$ cat config.mk
export PLATFORM = sky130hd
export DESIGN_NAME = mem_arbiter
export DESIGN_NICKNAME = d
export VERILOG_FILES = /design/src/rtl/mem_arbiter.sv
export SDC_FILE = /design/constraint.sdc
export NUM_CORES = 1
export LEC_CHECK = 0
export BUFFER_PORTS_ARGS = -buffer_cell sky130_fd_sc_hd__buf_4
export CAP_MARGIN = 0
export CORE_AREA = 2 2 117 119
export CTS_CLUSTER_DIAMETER = 50
export DETAILED_ROUTE_END_ITERATION = 12
export DIE_AREA = 0 0 119 121
export GPL_TIMING_DRIVEN = 0
export PLACE_DENSITY_LB_ADDON = 0.05
export SYNTH_ARGS = -nofsm -noshare
export SYNTH_HDL_FRONTEND = slang
export SYNTH_SLANG_ARGS = --single-unit
$ cat constraint.sdc
create_clock -name clk -period 5.3 [get_ports clk]
set_input_delay 1.06 -clock clk [delete_from_list [all_inputs] [get_ports clk]]
set_output_delay 1.06 -clock clk [all_outputs]
set_load 0.005 [all_outputs]
$ cat src/rtl/mem_arbiter.sv
// Two-port memory arbiter: shares one backing-memory port between the
// instruction-side and data-side cache controllers, with a transaction watchdog.
// Optional feature: define MEM_ARB_RR_EN for round-robin tie-breaking;
// otherwise the data side always wins a tie.
module mem_arbiter #(
  parameter int unsigned TIMEOUT_CYCLES = 255,
  parameter int unsigned TO_W           = 8
) (
  input  logic        clk,
  input  logic        reset,
  input  logic [31:0] i_address,
  input  logic [31:0] i_write_data,
  input  logic        i_read_req,
  input  logic        i_write_req,
  output logic [31:0] i_read_data,
  output logic        i_ready,
  input  logic [31:0] d_address,
  input  logic [31:0] d_write_data,
  input  logic        d_read_req,
  input  logic        d_write_req,
  output logic [31:0] d_read_data,
  output logic        d_ready,
  output logic [31:0] mem_address,
  output logic [31:0] mem_write_data,
  output logic        mem_read_req,
  output logic        mem_write_req,
  input  logic [31:0] mem_read_data,
  input  logic        mem_ready,
  output logic [1:0]  grant,
  output logic        timeout_err
);

  typedef enum logic [1:0] {StIdle, StGrant, StResp} state_e;

  localparam logic [TO_W-1:0] ToLimit = TO_W'(TIMEOUT_CYCLES);
  localparam bit              WdEn    = (TIMEOUT_CYCLES != 0);

  state_e            state_q, state_d;
  logic [1:0]        owner_q, owner_d;       // one-hot: bit0 = I, bit1 = D
  logic              is_write_q, is_write_d;
  logic [31:0]       addr_q, addr_d;
  logic [31:0]       wdata_q, wdata_d;
  logic [31:0]       i_rdata_q, i_rdata_d;
  logic [31:0]       d_rdata_q, d_rdata_d;
  logic [TO_W-1:0]   wd_q, wd_d;
  logic              err_q, err_d;
  logic              last_d_q, last_d_d;     // 1 when the data side was served last

  logic            pend_i, pend_d, win_d;
  logic [TO_W-1:0] wd_inc;

  assign pend_i = i_read_req | i_write_req;
  assign pend_d = d_read_req | d_write_req;
  assign wd_inc = wd_q + 1'b1;

`ifdef MEM_ARB_RR_EN
  // Round-robin: on a tie, serve the side that was not served last.
  always_comb begin
    win_d = pend_d;
    if (pend_i && pend_d) win_d = ~last_d_q;
  end
`else
  // Fixed priority: data side beats instruction side.
  always_comb begin
    win_d = pend_d;
  end
  logic unused_last_d;
  assign unused_last_d = last_d_q;
`endif

  // Next-state logic for the arbitration FSM and its datapath registers.
  always_comb begin
    state_d    = state_q;
    owner_d    = owner_q;
    is_write_d = is_write_q;
    addr_d     = addr_q;
    wdata_d    = wdata_q;
    i_rdata_d  = i_rdata_q;
    d_rdata_d  = d_rdata_q;
    wd_d       = wd_q;
    err_d      = err_q;
    last_d_d   = last_d_q;
    unique case (state_q)
      StIdle: begin
        wd_d  = '0;
        err_d = 1'b0;
        if (pend_i || pend_d) begin
          owner_d    = win_d ? 2'b10 : 2'b01;
          // Write wins over read when a side raises both.
          is_write_d = win_d ? d_write_req : i_write_req;
          addr_d     = win_d ? d_address : i_address;
          wdata_d    = win_d ? d_write_data : i_write_data;
          state_d    = StGrant;
        end
      end
      StGrant: begin
        // Completion takes precedence over a coincident watchdog expiry.
        if (mem_ready) begin
          if (owner_q[1]) d_rdata_d = mem_read_data;
          else            i_rdata_d = mem_read_data;
          state_d = StResp;
        end else begin
          wd_d = wd_inc;
          if (WdEn && (wd_inc == ToLimit)) begin
            if (owner_q[1]) d_rdata_d = '0;
            else            i_rdata_d = '0;
            err_d   = 1'b1;
            state_d = StResp;
          end
        end
      end
      StResp: begin
        last_d_d = owner_q[1];
        state_d  = StIdle;
      end
      default: state_d = StIdle;
    endcase
  end

  // State and datapath registers with synchronous reset.
  always_ff @(posedge clk) begin
    if (reset) begin
      state_q    <= StIdle;
      owner_q    <= 2'b00;
      is_write_q <= 1'b0;
      addr_q     <= '0;
      wdata_q    <= '0;
      i_rdata_q  <= '0;
      d_rdata_q  <= '0;
      wd_q       <= '0;
      err_q      <= 1'b0;
      last_d_q   <= 1'b1;
    end else begin
      state_q    <= state_d;
      owner_q    <= owner_d;
      is_write_q <= is_write_d;
      addr_q     <= addr_d;
      wdata_q    <= wdata_d;
      i_rdata_q  <= i_rdata_d;
      d_rdata_q  <= d_rdata_d;
      wd_q       <= wd_d;
      err_q      <= err_d;
      last_d_q   <= last_d_d;
    end
  end

  // Outputs decoded from registered state only.
  always_comb begin
    grant          = (state_q == StGrant) ? owner_q : 2'b00;
    mem_read_req   = (state_q == StGrant) && !is_write_q;
    mem_write_req  = (state_q == StGrant) && is_write_q;
    mem_address    = addr_q;
    mem_write_data = wdata_q;
    i_ready        = (state_q == StResp) && owner_q[0];
    d_ready        = (state_q == StResp) && owner_q[1];
    timeout_err    = (state_q == StResp) && err_q;
    i_read_data    = i_rdata_q;
    d_read_data    = d_rdata_q;
  end

endmodule

== After elaboration in Yosys (flattened, before gate mapping) ==
Cells that the tools add are included.

* Memories: 0
* Output and inout bits: 135
* Bits in latches: 0
* Register bits: 142
* ROM bits: 0
* Input port bits: 167
* Bits in writable memories: 0

* Bitwise operators: 3
* Muxes and demuxes: 22
* Divide/modulo/power cells: 0
* Multipliers: 0
* Magnitude comparators: 0
* Add/sub/neg operators: 1
* Shifts and indexed selects: 0
* Equal/unequal tests: 7
* Reductions and logical operators: 16

{| class="wikitable"
|+ Operators by type and width
! operator !! number
|-
| $mux W32 || 10
|-
| $pmux W8 S2 || 1
|-
| $mux W2 || 5
|-
| $reduce_and A3 Y1 || 3
|-
| $add A8 B1 Y8 const B || 1
|-
| $eq A8 B8 Y1 const B || 1
|-
| $mux W8 || 1
|-
| $ne A2 B2 Y1 const B || 3
|-
| $reduce_and A2 Y1 || 3
|-
| $logic_and A1 B1 Y1 || 5
|-
| $pmux W2 S2 || 1
|-
| $reduce_bool A2 Y1 || 2
|-
| $mux W1 || 3
|-
| $ne A3 B3 Y1 const B || 1
|-
| $eq A2 B1 Y1 const B || 1
|-
| $eq A2 B2 Y1 const B || 1
|-
| $logic_not A2 Y1 || 1
|-
| $or A1 B1 Y1 || 2
|-
| $pmux W1 S2 || 1
|-
| $logic_not A1 Y1 || 1
|-
| $logic_or A1 B1 Y1 || 1
|-
| $not A1 Y1 || 1
|}

== Longest topological paths before layout ==
* Depth after elaboration: 5
* Depth in mapped cells: 8
* Gate-level depth less buffers: 6

== Worst setup path before layout ==
OpenSTA, ideal clock, no wires.

* Path type: input-to-reg
* Start: in d_write_req
* End: reg addr_q[0] (netlist: mem_address[0])
* Stages on the path: 6
* Arrival time: 2220 ps
* Buffers on the path: 2
* Data required time: 5172 ps
* Path slack: 2952 ps
* Cells stage by stage: o41ai_4 nor3_1 buf_2 buf_2 a222oi_1 nor2_1

* Word-level cells in the longest chain between the ends: 3

{| class="wikitable"
|+ Ends and longest elaborated chain
! element !! line !! RTL
|-
| start, declared || 20 || <nowiki>input logic d_write_req,</nowiki>
|-
| $or A1 B1 Y1 * || 53 || <nowiki>assign pend_d = d_read_req | d_write_req;</nowiki>
|-
| $logic_or A1 B1 Y1 || 87 || <nowiki>if (pend_i || pend_d) begin</nowiki>
|-
| $reduce_and A2 Y1 (no source line) || n/a ||
|-
| end signal, assigned || 137 || <nowiki>addr_q <= addr_d;</nowiki>
|-
| end, declared || 41 || <nowiki>logic [31:0] addr_q, addr_d;</nowiki>
|}

Mark *: on every way between the ends. The rest lies on a longest branch, timed or not.
A chain may end at the register's enable or synchronous reset.

== Worst setup path after layout ==
* Start: reg state_q[0]
* End: out grant[1]

* Word-level cells in the longest chain between the ends: 2

{| class="wikitable"
|+ Ends and longest elaborated chain
! element !! line !! RTL
|-
| start, declared || 38 || <nowiki>state_e state_q, state_d;</nowiki>
|-
| start signal, assigned || 123 || <nowiki>state_q <= StIdle;</nowiki>
|-
| start signal, assigned || 134 || <nowiki>state_q <= state_d;</nowiki>
|-
| $eq A2 B1 Y1 || 149 || <nowiki>grant = (state_q == StGrant) ? owner_q : 2'b00;</nowiki>
|-
| $mux W2 || 149 ||
|-
| end, declared || 29 || <nowiki>output logic [1:0] grant,</nowiki>
|}

Every way passes these cells.

==> results.toml <==
[clocking]
clk_latency_ns = 0.42
cts_buffers = 17
cts_tree = "yes"
clk_pin_slew_ns = 0.06
htree_levels = 4
cts_buffer_depth = 2
postCtsHoldBufs = 0
cts_resized = 0
cts.sinks = 142
clock-root-buffer = "clkbuf_16"
post_cts_buffers = 0

[critical_path]
reg2reg_from = "wd_q[1]"
crit_path_start = "state_q[0]"
crit_chain = "inv_2 > nor2_1 > nand2_1 > clkbuf_1 > inv_1 > buf_4"
worst-path-buf-inv = 4
crit_path_start_kind = "flip-flop"
worstPathMaxFanout = 10
crit_required_ns = 4.24
cpPeakStageDelay_ns = 0.53
cp-end-kind = "output pin"
path_delay_family = "buffers and inverters"
slowest_stage = "dfxtp_1"
cp.arrival_ns = 2.07
critPathKind = "flip-flop to output pin"

[cells_and_area]
multiInputGateArea_sq_um = 2546
final_common_cell = "buf_4"
diodes = 0
utilization = 0.6895
syn2layout_area_growth_pct = 51.43
mostFrequentLayoutCells = "buf_4 (300), dfxtp_1 (142), nor2_1 (81)"
fin_nets = 1118
fillCellCount = 1045
ff_latch_area_sq_um = 2843
drive_gt1_frac = 0.3663

[drt]
first_pass_iters = 12
drtAntennaViolNets = 0
drc_errors = 0
detail_route.wirelength_um = 22510
routed-via-count = 6785
vias_per_cell = 5.967
drt-initial-drc-count = 923
wl_per_cell_um = 19.80

[grt]
grt_pass1_vias = 6498
grt_max_degree = 17
grt-ovfl-total = 0
antenna_found_initial = 0
grt_pass1_wl_um = 34090
track_usage = 0.3008

[timing]
rsz0062_at_grt = "false"
slew_viol_final = 0
setup_viol = 0
hold_viol = 0
tightestPinTransition_ns = 0.6087
fin_crit_sh = 0.5897
period_minus_slack_ns = 3.125
max_slew_margin = 0.5942
max_freq_mhz = 320.0
finalSetupTns_ns = 0
skew_ns = 0.006407

[pwr]
p_sw_uw = 814.9
combPwrFrac = 0.198
clockPowerShare = 0.398
internal_power_uw = 2247
seqPwrFrac = 0.403
p_per_area_nw_per_um2 = 339.3
vdd_drop_max_uv = 205.9
switching_share = 0.2662
p_leak_uw = 0.003910

[flow_run]
max_cap_violations = 0

[floorplan]
die_h_um = 121
io_pins = 302
die_area_sq_um = 14400
design.core.area_sq_um = 13090
placement_rows = 42
start_util = 0.4553
fp.dieW_um = 119

[synth]
synth.distinct_cells = 38
synth-adder-area-share = 0.004200
synth_cells = 630
synth-edff-count = 0
syn_area_per_cell_sq_um = 9.457
yosys-top-cells-area = "dfxtp_1 (48%), a222oi_1 (11%), a32oi_1 (9.4%)"
ys_ff_latch = 142
synth_warnings = 0
synth.area.mux_share = 0.001680
syn_nets = 799
yosysTopAreaCell = "dfxtp_1"
synth-compound-area-share = 0.3301
synth_ff_type = "dfxtp_1"
synthesis.area_sq_um = 5958
synth_xor_area_frac = 0
synth-simple-area-share = 0.09135
seq_area_frac_synth = 0.4771
synthArstFlopShare = 0
synth_top_area_frac = 0.4771
synth_top_family_by_area = "compound AO/OA/AOI/OAI gates"

[outcome]
outcome = "finished, final reports clean"

[worst_hold_path]
min-delay-path-class = "flip-flop to flip-flop"
hold_start = "err_q"

[placed_design]
hpwl_um = 17060
placement.io_buffers = 300
routabilityCongestion = 0.8547
-- kinds of logic after synthesis --
kind of cell,Yosys count
AO/OA/AOI/OAI,222
adder cells (fa/ha/maj),2
buffers and inverters,145
flip-flops,142
multiplexers,1
AND/OR/NAND/NOR,118
-- registers in the layout, summed over array words and instances, names as in the netlist, 2 cells and up --
register	count
d_read_data	32
i_read_data	32
mem_address	32
mem_write_data	32
owner_q	2
state_q	2
wd_q	8
-- routing by layer --
metal	global-route usage	vias to the layer above	routed length, um
li1	-	3125	-
met1	0.3443	3297	8612
met2	0.5244	314	11610
met3	0.08412	49	1593
met4	0.1324	0	693
met5	0	-	0
-- metrics by stage --
| step | hold WS [ns] | setup slack [ns] | power [uW] | area [sq um] | instances |
|---|---|---|---|---|---|
| after floorplan | 0.4180 | 2.952 | 1512 | 5958 | 630 |
| after global placement | 0.4351 | 2.469 | 1835 | 8431 | 1106 |
| after detailed placement | 0.4366 | 2.409 | 1857 | 8431 | 1106 |
| after CTS | 0.4498 | 2.157 | 3065 | 9022 | 1137 |
| after global routing | 0.4642 | 2.031 | 3173 | 9022 | 1137 |
| final | 0.4439 | 2.175 | 3062 | 9022 | 1137 |
-- path summary, 6_finish.rpt --
path / slack (ns) / endpoint / cells after the start
setup / recovery: 2.17 / grant[1] / 6
hold / removal: 0.44 / err_q / 1
setup reg to reg: 3.09 / d_read_data[19] / 8
hold reg to reg: 0.44 / err_q / 1
-- power groups by stage --
stage | Sequential (uW) | Clock [uW] | Combinational, uW
6_report | 1230 | 1220 | 608
5_1_grt | 1240 | 1270 | 655
4_1_cts | 1230 | 1230 | 605
3_5_place_dp | 1250 | 0 | 603
3_3_place_gp | 1250 | 0 | 585
2_1_floorplan | 1250 | 0 | 261
-- worst register-to-register path, cell delays in order (launching register included) --
cell       delay, ns
dfxtp_1         0.47
ha_1            0.29
nand2b_1        0.13
a21oi_1         0.04
o2111ai_1       0.27
nor2_1          0.14
buf_2           0.22
buf_2           0.21
o41ai_1         0.32
-- synth_stat cells (all sizes together) (3+ instances only) --
| master | number |
|---|---|
| o41ai | 65 |
| dfxtp | 142 |
| a222oi | 64 |
| nor2 | 82 |
| o21ai | 4 |
| inv | 70 |
| a32oi | 64 |
| or3 | 3 |
| nand2 | 5 |
| and2 | 5 |
| clkbuf | 55 |
| nand2b | 5 |
| buf | 20 |
| a21o | 5 |
| a21oi | 12 |
| nor3 | 6 |
-- layout make-up --
type	instances	share of cell area
Buffer	75	0.03398
Clock buffer	24	0.05339
Clock inverter	7	0.01220
Inverter	70	0.02912
Multi-Input combinational cell	343	0.2822
Sequential cell	142	0.3151
Tap cell	176	0.02441
Timing Repair Buffer	300	0.2496
Note: power is estimated with default switching activity, not from simulation.
